### config.mk
export PLATFORM = sky130hd
export DESIGN_NAME = ysyx22041405_wb_arbiter
export DESIGN_NICKNAME = d
export VERILOG_FILES = /design/src/rtl/ysyx22041405_wb_pkg.sv /design/src/rtl/ysyx22041405_scoreboard.sv /design/src/rtl/ysyx22041405_wb_arbiter.sv
export SDC_FILE = /design/constraint.sdc
export NUM_CORES = 1
export LEC_CHECK = 0
export ABC_AREA = 1
export CORE_AREA = 2 2 94 96
export CTS_BUF_LIST = sky130_fd_sc_hd__clkbuf_8
export CTS_CLUSTER_DIAMETER = 120
export DETAILED_ROUTE_END_ITERATION = 6
export DIE_AREA = 0 0 96 98
export PLACE_DENSITY = 0.81
export SYNTH_ARGS = -nofsm -noshare
export SYNTH_HDL_FRONTEND = slang
export SYNTH_SLANG_ARGS = --single-unit
### constraint.sdc
create_clock -name clk -period 1.75 [get_ports clk]
set_input_delay 0.35 -clock clk [delete_from_list [all_inputs] [get_ports clk]]
set_output_delay 0.35 -clock clk [all_outputs]
set_load 0.03 [all_outputs]
### src/rtl/ysyx22041405_wb_pkg.sv
// Shared types and constants for the write-back arbiter and scoreboard.
package ysyx22041405_wb_pkg;

    localparam int unsigned REG_AW = 5;

    // Result source; also the encoding of the round-robin last-grant state.
    typedef enum logic {
        WB_SRC_EXU = 1'b0,
        WB_SRC_LSU = 1'b1
    } wb_src_e;

endpackage

### src/rtl/ysyx22041405_scoreboard.sv
// Pending-write scoreboard: one bit per architectural register, x0 never pending.
module ysyx22041405_scoreboard
    import ysyx22041405_wb_pkg::*;
#(
    parameter int unsigned NREG = 32
) (
    input  logic              clk,
    input  logic              rst_n,
    input  logic              set_en_i,
    input  logic [REG_AW-1:0] set_idx_i,
    input  logic              clr_en_i,
    input  logic [REG_AW-1:0] clr_idx_i,
    input  logic [REG_AW-1:0] chk_rs1_i,
    input  logic [REG_AW-1:0] chk_rs2_i,
    output logic              rs1_busy_o,
    output logic              rs2_busy_o
);

    logic [NREG-1:0] pending_q;
    logic [NREG-1:0] pending_d;

    // Clear on register-file commit, then set on issue so a newer producer wins.
    always_comb begin
        pending_d = pending_q;
        if (clr_en_i && (32'(clr_idx_i) < NREG)) begin
            pending_d[clr_idx_i] = 1'b0;
        end
        if (set_en_i && (set_idx_i != '0) && (32'(set_idx_i) < NREG)) begin
            pending_d[set_idx_i] = 1'b1;
        end
        pending_d[0] = 1'b0;
    end

    // Pending vector register.
    always_ff @(posedge clk or negedge rst_n) begin
        if (!rst_n) begin
            pending_q <= '0;
        end else begin
            pending_q <= pending_d;
        end
    end

    // Operand lookups; no bypass, so a register is busy until its commit edge.
    always_comb begin
        rs1_busy_o = 1'b0;
        rs2_busy_o = 1'b0;
        if (32'(chk_rs1_i) < NREG) begin
            rs1_busy_o = pending_q[chk_rs1_i];
        end
        if (32'(chk_rs2_i) < NREG) begin
            rs2_busy_o = pending_q[chk_rs2_i];
        end
    end

endmodule

### src/rtl/ysyx22041405_wb_arbiter.sv
// Write-back controller: round-robin EXU/LSU arbitration onto the single
// register-file write port, registered write outputs, pending-write scoreboard.
module ysyx22041405_wb_arbiter
    import ysyx22041405_wb_pkg::*;
#(
    parameter int unsigned WIDTH = 32,
    parameter int unsigned NREG  = 32
) (
    input  logic              clk,
    input  logic              rst,
    input  logic              iss_valid,
    input  logic [REG_AW-1:0] iss_rd,
    input  logic [REG_AW-1:0] chk_rs1,
    input  logic [REG_AW-1:0] chk_rs2,
    output logic              rs1_busy,
    output logic              rs2_busy,
    input  logic              exu_valid,
    output logic              exu_ready,
    input  logic [REG_AW-1:0] exu_rd,
    input  logic [WIDTH-1:0]  exu_data,
    input  logic              lsu_valid,
    output logic              lsu_ready,
    input  logic [REG_AW-1:0] lsu_rd,
    input  logic [WIDTH-1:0]  lsu_data,
    output logic              rf_we,
    output logic [REG_AW-1:0] rf_waddr,
    output logic [WIDTH-1:0]  rf_wdata
);

    wb_src_e           last_grant_q;
    logic              rf_we_q;
    logic [REG_AW-1:0] rf_waddr_q;
    logic [WIDTH-1:0]  rf_wdata_q;
    logic              grant_exu_c;
    logic              grant_lsu_c;

    // Round-robin grant from valids and last winner only; never looks at data.
    always_comb begin
        grant_exu_c = exu_valid && (!lsu_valid || (last_grant_q == WB_SRC_LSU));
        grant_lsu_c = lsu_valid && (!exu_valid || (last_grant_q == WB_SRC_EXU));
    end

    assign exu_ready = grant_exu_c;
    assign lsu_ready = grant_lsu_c;

    // Capture the winning transfer; writes to x0 are accepted but never enabled.
    always_ff @(posedge clk or negedge rst) begin
        if (!rst) begin
            last_grant_q <= WB_SRC_LSU;
            rf_we_q      <= 1'b0;
            rf_waddr_q   <= '0;
            rf_wdata_q   <= '0;
        end else begin
            rf_we_q <= 1'b0;
            if (grant_exu_c) begin
                last_grant_q <= WB_SRC_EXU;
                rf_we_q      <= (exu_rd != '0);
                rf_waddr_q   <= exu_rd;
                rf_wdata_q   <= exu_data;
            end else if (grant_lsu_c) begin
                last_grant_q <= WB_SRC_LSU;
                rf_we_q      <= (lsu_rd != '0);
                rf_waddr_q   <= lsu_rd;
                rf_wdata_q   <= lsu_data;
            end
        end
    end

    assign rf_we    = rf_we_q;
    assign rf_waddr = rf_waddr_q;
    assign rf_wdata = rf_wdata_q;

    ysyx22041405_scoreboard #(
        .NREG (NREG)
    ) u_scoreboard (
        .clk        (clk),
        .rst_n      (rst),
        .set_en_i   (iss_valid),
        .set_idx_i  (iss_rd),
        .clr_en_i   (rf_we_q),
        .clr_idx_i  (rf_waddr_q),
        .chk_rs1_i  (chk_rs1),
        .chk_rs2_i  (chk_rs2),
        .rs1_busy_o (rs1_busy),
        .rs2_busy_o (rs2_busy)
    );

endmodule

==> results.sh, run 1 <==
export IMPL_outcome="complete, but fails checks"
export IMPL_violations="negative setup slack"
export IMPL_drtAntennaViolNets=0
export IMPL_skew_ns=0.004201
export IMPL_cp_top_family="simple AND/OR/NAND/NOR gates"
export IMPL_path_cells="nand2_1 > nand3_1 > nand3_1 > nand2_2 > nand2_1 > nand2_1 > nand2_1 > nand2_1 > buf_6"
export IMPL_root_buffer="clkbuf_8"
export IMPL_seqPwrFrac_pct=41.3
export IMPL_arrival_ns=1.43
export IMPL_slew_headroom_pct=75.26
export IMPL_tightest_slew_ns=0.3711
export IMPL_final_setup_worst_slack_ns=-0.03412
export IMPL_yosys_warnings=0
export IMPL_die_w_um=96
export IMPL_synth_yosys_seq_area_share_pct=47.16
export IMPL_regArea_mm2=0.001753
export IMPL_num_antenna_cells=0
export IMPL_synth_xor_area_share_pct=0
export IMPL_drt_total_wl_um=12180
export IMPL_p_per_area_mw_per_mm2=1108
export IMPL_layout_commonest_cell="nand3_1"
export IMPL_drv_slew=0
export IMPL_initial_core_util_pct=43.91
export IMPL_slowest_stage="dfrtp_1"
export IMPL_fin_hold_ws_ns=0.4478
export IMPL_layout_common_cells="101 x nand3_1, 100 x o21ai_0, 87 x clkdlybuf4s50_1"
export IMPL_die_h_um=98
export IMPL_detailed_place_area_mm2=0.005235
export IMPL_grt_pass1_vias=4073
export IMPL_cts_tree="yes"
export IMPL_ys_ff_latch=70
export IMPL_routabilityCongestion=0.9013
export IMPL_hold_path_class="in2async"
export IMPL_avgRoutedWirePerCell_um=16.03
export IMPL_drive_above_1_share_pct=10.89
export IMPL_synthMuxAreaShare_pct=0
export IMPL_grt_pass1_wl_um=19740
export IMPL_drt_pass1_iterations=5
export IMPL_syn_to_final_growth_pct=50.89
export IMPL_fin_crit_ns=1.784
export IMPL_cp_buffers_inverters=1
export IMPL_netlist_instances=501
export IMPL_synth_adder_area_share_pct=0
export IMPL_post_route_period_util_pct=101.9
export IMPL_synthSimpleGateAreaFrac_pct=27.53
export IMPL_insertion_delay_ns=0.35
export IMPL_cts_max_level=3
export IMPL_final_util_pct=66.26
export IMPL_synth_nets=595
export IMPL_final_area_mm2=0.005609
export IMPL_clkPwrFrac_pct=23.3
export IMPL_cpMostUsedCell="nand2_1"
export IMPL_gr_total_overflow=0
export IMPL_maxCapViolCount=0
export IMPL_combPwrFrac_pct=35.3
export IMPL_swShare_pct=37.41
export IMPL_cts_buffers=9
export IMPL_viasPerCell=5.593
export IMPL_peakVddDrop_uv=660.6
export IMPL_drt_iter0_drc=351
export IMPL_drc_errors=0
export IMPL_crit_path_max_fanout=3
export IMPL_netlist_area_mm2=0.003717
export IMPL_cp_end_kind="output port"
export IMPL_ys_types=16
export IMPL_final_hold_viol_count=0
export IMPL_finalSetupViolations=2
export IMPL_port_buffers=135
export IMPL_grt_antenna_before_repair=0
export IMPL_die_area_mm2=0.009408
export IMPL_multi_input_area_mm2=0.001777
export IMPL_rsz0062_at_grt="true"
export IMPL_cp_slowest_stage_delay_ns=0.42
export IMPL_post_place_ws_ns=-0.4461
export IMPL_vias=4251
export IMPL_ioPinCount=136
export IMPL_clockBufferDepth=2
export IMPL_num_rows=34
export IMPL_cp_start_kind="flip-flop"
export IMPL_intPower_mw=3.888
export IMPL_n_fill_cell=724
export IMPL_fmax_mhz=560.5
export IMPL_cts_clk_slew_worst_paths_ns=0.07
export IMPL_worstPathRequired_ns=1.40
export IMPL_avgSynthCellArea_um2=7.420
export IMPL_fin_nets=741
export IMPL_grt_max_degree=48
export IMPL_dp_final_hpwl_um=8955
export IMPL_p_leak_nw=2.585
export IMPL_criticalPathCategory="reg2out"
export IMPL_power_switching_mw=2.324
export IMPL_cts_sinks=70
export IMPL_synth_top_family_by_area="simple AND/OR/NAND/NOR gates"
export IMPL_track_usage_pct=26.90
export IMPL_fp_coreArea_mm2=0.008466
export IMPL_synth_compound_area_share_pct=19.05
state kept, by name, indices dropped and copies added (netlist names):
register	count
rf_waddr	5
rf_we	1
last_grant_q	1
rf_wdata	32
u_scoreboard.pending_q	31
logic make-up after synthesis:
group / after synthesis
compound gates: 138
buf+inv: 57
flops: 70
simple gates: 236
path summary, 6_finish.rpt:
path                                                       from                       end  slack [ns]  cells after the start
max                        u_scoreboard.pending_q[10]$_DFF_PN0_                  rs2_busy       -0.03                      9
min                                                         rst   rf_wdata[1]$_DFFE_PN0P_        0.45                      2
max reg2reg                            last_grant_q$_DFFE_PN1P_  rf_wdata[20]$_DFFE_PN0P_        0.21                      6
min reg2reg                             rf_wdata[5]$_DFFE_PN0P_   rf_wdata[5]$_DFFE_PN0P_        0.52                      2
max in group asynchronous                                   rst  rf_wdata[22]$_DFFE_PN0P_        0.76                      3
min in group clk                        rf_wdata[5]$_DFFE_PN0P_   rf_wdata[5]$_DFFE_PN0P_        0.52                      2
synthesized netlist by cell type, drive strengths merged:
| cell type | count | share of area, % |
|---|---|---|
| o21ai | 134 | 18 |
| nand3 | 108 | 15 |
| o22ai | 3 | 0.50 |
| nor4 | 1 | 0.17 |
| o211ai | 1 | 0.20 |
| buf | 11 | 1.6 |
| clkbuf | 15 | 1.5 |
| inv | 31 | 3.1 |
| dfstp | 1 | 0.71 |
| nand2 | 88 | 8.9 |
| nor2 | 39 | 3.9 |
| dfrtp | 69 | 46 |
stage by stage:
step           std cells  total power [mW]  setup TNS (ns)
2_1_floorplan        501             3.671               0
3_3_place_gp         736             4.613          -13.71
3_5_place_dp         736             4.671          -13.88
4_1_cts              756             6.104         -0.1011
5_1_grt              760             6.602         -0.2548
6_report             760             6.213        -0.05116
per-layer routing:
layer  global-route usage, %  vias to the layer above  part of all wire, %
li1                        -                     2010                    -
met1                   34.32                     1984                   39
met2                   42.09                      219                   49
met3                   7.407                       38                  9.0
met4                   12.53                        0                  3.2
met5                       0                        -                    0
power by group through the flow:
| stage | combinational [mW] | clock (mW) | sequential, mW |
|---|---|---|---|
| floorplan | 0.973 | 0 | 2.70 |
| global placement | 2.05 | 0 | 2.57 |
| detailed placement | 2.09 | 0 | 2.58 |
| CTS | 2.09 | 1.47 | 2.55 |
| global route | 2.44 | 1.54 | 2.62 |
| finish | 2.19 | 1.45 | 2.57 |
what timing repair did:
item / in CTS / in global routing
buffers inserted: 1 / 4
hold buffers: 1 / 0
endpoints found under the hold margin: 12 / 0
gates resized for setup: 60 / 29
pin swaps: 3 / 12
gates cloned: 2 / 0
setup endpoints to repair: 28 / 30
cell type report:
cell class / count / share of cell area, %
Clock inverter: 6 / 1.517
Sequential cell: 70 / 31.25
Timing Repair inverter: 1 / 0.1338
Inverter: 31 / 2.186
Multi-Input combinational cell: 374 / 31.68
Clock buffer: 10 / 2.454
Tap cell: 108 / 2.409
Timing Repair Buffer: 160 / 28.37
Power figures use the tool's default switching activity.
==> run 2, diff against run 1 <==
--- a/config.mk
+++ b/config.mk
@@ -12,6 +12,7 @@
 export DETAILED_ROUTE_END_ITERATION = 6
 export DIE_AREA = 0 0 96 98
 export PLACE_DENSITY = 0.81
+export SKIP_CTS_REPAIR_TIMING = 1
 export SYNTH_ARGS = -nofsm -noshare
 export SYNTH_HDL_FRONTEND = slang
 export SYNTH_SLANG_ARGS = --single-unit
==> run 2 against run 1 <==
Effect of this change: the flow still finishes with violations (negative setup slack); sequential share of layout area fell by 0.28 points; sequential cell count did not move; utilization rose by 0.61 points; cell area rose by 0.91%; register-to-register slack barely moved; via count barely moved; critical endpoint unchanged; largest cell class is now flip-flops and latches; highest routed layer unchanged.
==> results.sh, run 2 (same netlist as run 1, synthesis figures left out) <==
export IMPL_root_buffer="clkbuf_8"
export IMPL_arrival_ns=1.46
export IMPL_die_area_mm2=0.009408
export IMPL_drc_errors=0
export IMPL_grt_pass1_vias=4003
export IMPL_cp_end_kind="output port"
export IMPL_fmax_mhz=553.4
export IMPL_worstPathRequired_ns=1.40
export IMPL_die_w_um=96
export IMPL_cp_start_kind="flip-flop"
export IMPL_grt_max_degree=48
export IMPL_track_usage_pct=25.95
export IMPL_intPower_mw=3.902
export IMPL_final_area_mm2=0.005660
export IMPL_grt_antenna_before_repair=0
export IMPL_slew_headroom_pct=74.19
export IMPL_crit_path_max_fanout=2
export IMPL_drt_pass1_iterations=5
export IMPL_cts_clk_slew_worst_paths_ns=0.08
export IMPL_clkPwrFrac_pct=23.4
export IMPL_p_per_area_mw_per_mm2=1095
export IMPL_seqPwrFrac_pct=41.4
export IMPL_num_rows=34
export IMPL_initial_core_util_pct=43.91
export IMPL_swShare_pct=37.02
export IMPL_ioPinCount=136
export IMPL_skew_ns=0.004777
export IMPL_gr_total_overflow=0
export IMPL_peakVddDrop_uv=556.0
export IMPL_clockBufferDepth=2
export IMPL_cpMostUsedCell="nand2_1"
export IMPL_post_route_period_util_pct=103.3
export IMPL_insertion_delay_ns=0.34
export IMPL_p_leak_nw=2.782
export IMPL_die_h_um=98
export IMPL_hold_path_class="in2async"
export IMPL_path_cells="inv_1 > nand2_1 > nand3_1 > nand3_2 > nand3_1 > nand2_1 > nand2_1 > nand2_1 > buf_6"
export IMPL_drtAntennaViolNets=0
export IMPL_final_hold_viol_count=0
export IMPL_dp_final_hpwl_um=8955
export IMPL_tightest_slew_ns=0.3865
export IMPL_cp_num_cells=9
export IMPL_layout_common_cells="106 x nand3_1, 100 x o21ai_0, 87 x clkdlybuf4s50_1"
export IMPL_syn_to_final_growth_pct=52.27
export IMPL_finalSetupViolations=2
export IMPL_cts_buffers=9
export IMPL_layout_commonest_cell="nand3_1"
export IMPL_violations="negative setup slack"
export IMPL_slowest_stage="dfrtp_1"
export IMPL_cp_buffers_inverters=2
export IMPL_drt_total_wl_um=12200
export IMPL_rsz0062_at_grt="true"
export IMPL_drt_iter0_drc=401
export IMPL_vias=4253
export IMPL_ff2ff_path_depth=6
export IMPL_cts_tree="yes"
export IMPL_detailed_place_area_mm2=0.005235
export IMPL_n_fill_cell=700
export IMPL_final_setup_worst_slack_ns=-0.05712
export IMPL_port_buffers=135
export IMPL_grt_pass1_wl_um=19030
export IMPL_post_place_ws_ns=-0.4461
export IMPL_fp_coreArea_mm2=0.008466
export IMPL_drive_above_1_share_pct=9.385
export IMPL_drv_slew=0
export IMPL_viasPerCell=5.611
export IMPL_num_antenna_cells=0
export IMPL_avgRoutedWirePerCell_um=16.10
export IMPL_outcome="complete, but fails checks"
export IMPL_cp_top_family="simple AND/OR/NAND/NOR gates"
export IMPL_post_layout_nonfiller_instances=758
export IMPL_largest_register_ffs=32
export IMPL_criticalPathCategory="reg2out"
export IMPL_routabilityCongestion=0.9013
export IMPL_fin_crit_ns=1.807
export IMPL_power_switching_mw=2.294
export IMPL_fin_nets=739
export IMPL_cts_sinks=70
export IMPL_cts_max_level=3
export IMPL_combPwrFrac_pct=35.3
export IMPL_maxCapViolCount=0
export IMPL_numPlacedInstances=736
export IMPL_cp_slowest_stage_delay_ns=0.40
==> run 2: cell type report <==
| class | count | area (µm²) | share of cell area, % |
|---|---|---|---|
| tap | 108 | 135.1 | 2.387 |
| sequential | 70 | 1753 | 30.97 |
| clock inverter | 6 | 85.08 | 1.503 |
| inverter | 31 | 123.9 | 2.188 |
| timing repair inverter | 2 | 15.01 | 0.2653 |
| multi-input combinational | 374 | 1749 | 30.90 |
| timing repair buffer | 157 | 1662 | 29.35 |
| clock buffer | 10 | 137.6 | 2.431 |
==> run 2: worst paths after layout <==
path	from	slack, ns	to
hold reg to reg	rf_wdata[9]$_DFFE_PN0P_	0.52	rf_wdata[9]$_DFFE_PN0P_
max in group asynchronous	rst	0.75	rf_wdata[30]$_DFFE_PN0P_
setup reg to reg	last_grant_q$_DFFE_PN1P_	0.22	rf_wdata[20]$_DFFE_PN0P_
hold / removal	rst	0.45	rf_wdata[20]$_DFFE_PN0P_
setup / recovery	u_scoreboard.pending_q[3]$_DFF_PN0_	-0.06	rs2_busy
min in group clk	rf_wdata[9]$_DFFE_PN0P_	0.52	rf_wdata[9]$_DFFE_PN0P_
==> run 2: layer usage <==
metal	part of all wire, %	up-vias	GRT usage [%]
li1	-	2004	-
met1	38	1995	33.42
met2	49	217	39.69
met3	9.3	37	7.407
met4	3.1	0	12.97
met5	0	-	0
==> run 2: power groups by stage <==
stage               sequential (mW)  combinational (mW)  clock, mW
global placement               2.57                2.05          0
finish                         2.56                2.19       1.45
global route                   2.62                2.43       1.54
CTS                            2.55                2.11       1.47
floorplan                      2.70               0.973          0
detailed placement             2.58                2.09          0
==> run 2: stage by stage <==
step                      power [mW]  TNS [ns]  hold slack (ns)  utilization, %
after floorplan                3.671         0          0.05441               -
after global placement         4.613    -13.71           0.2886           61.84
after CTS                      6.124    -1.999         -0.09033           64.47
final                          6.196  -0.07138           0.4534           66.86
after detailed placement       4.671    -13.88           0.2810           61.84
after global routing           6.588   -0.2721           0.4722           66.86
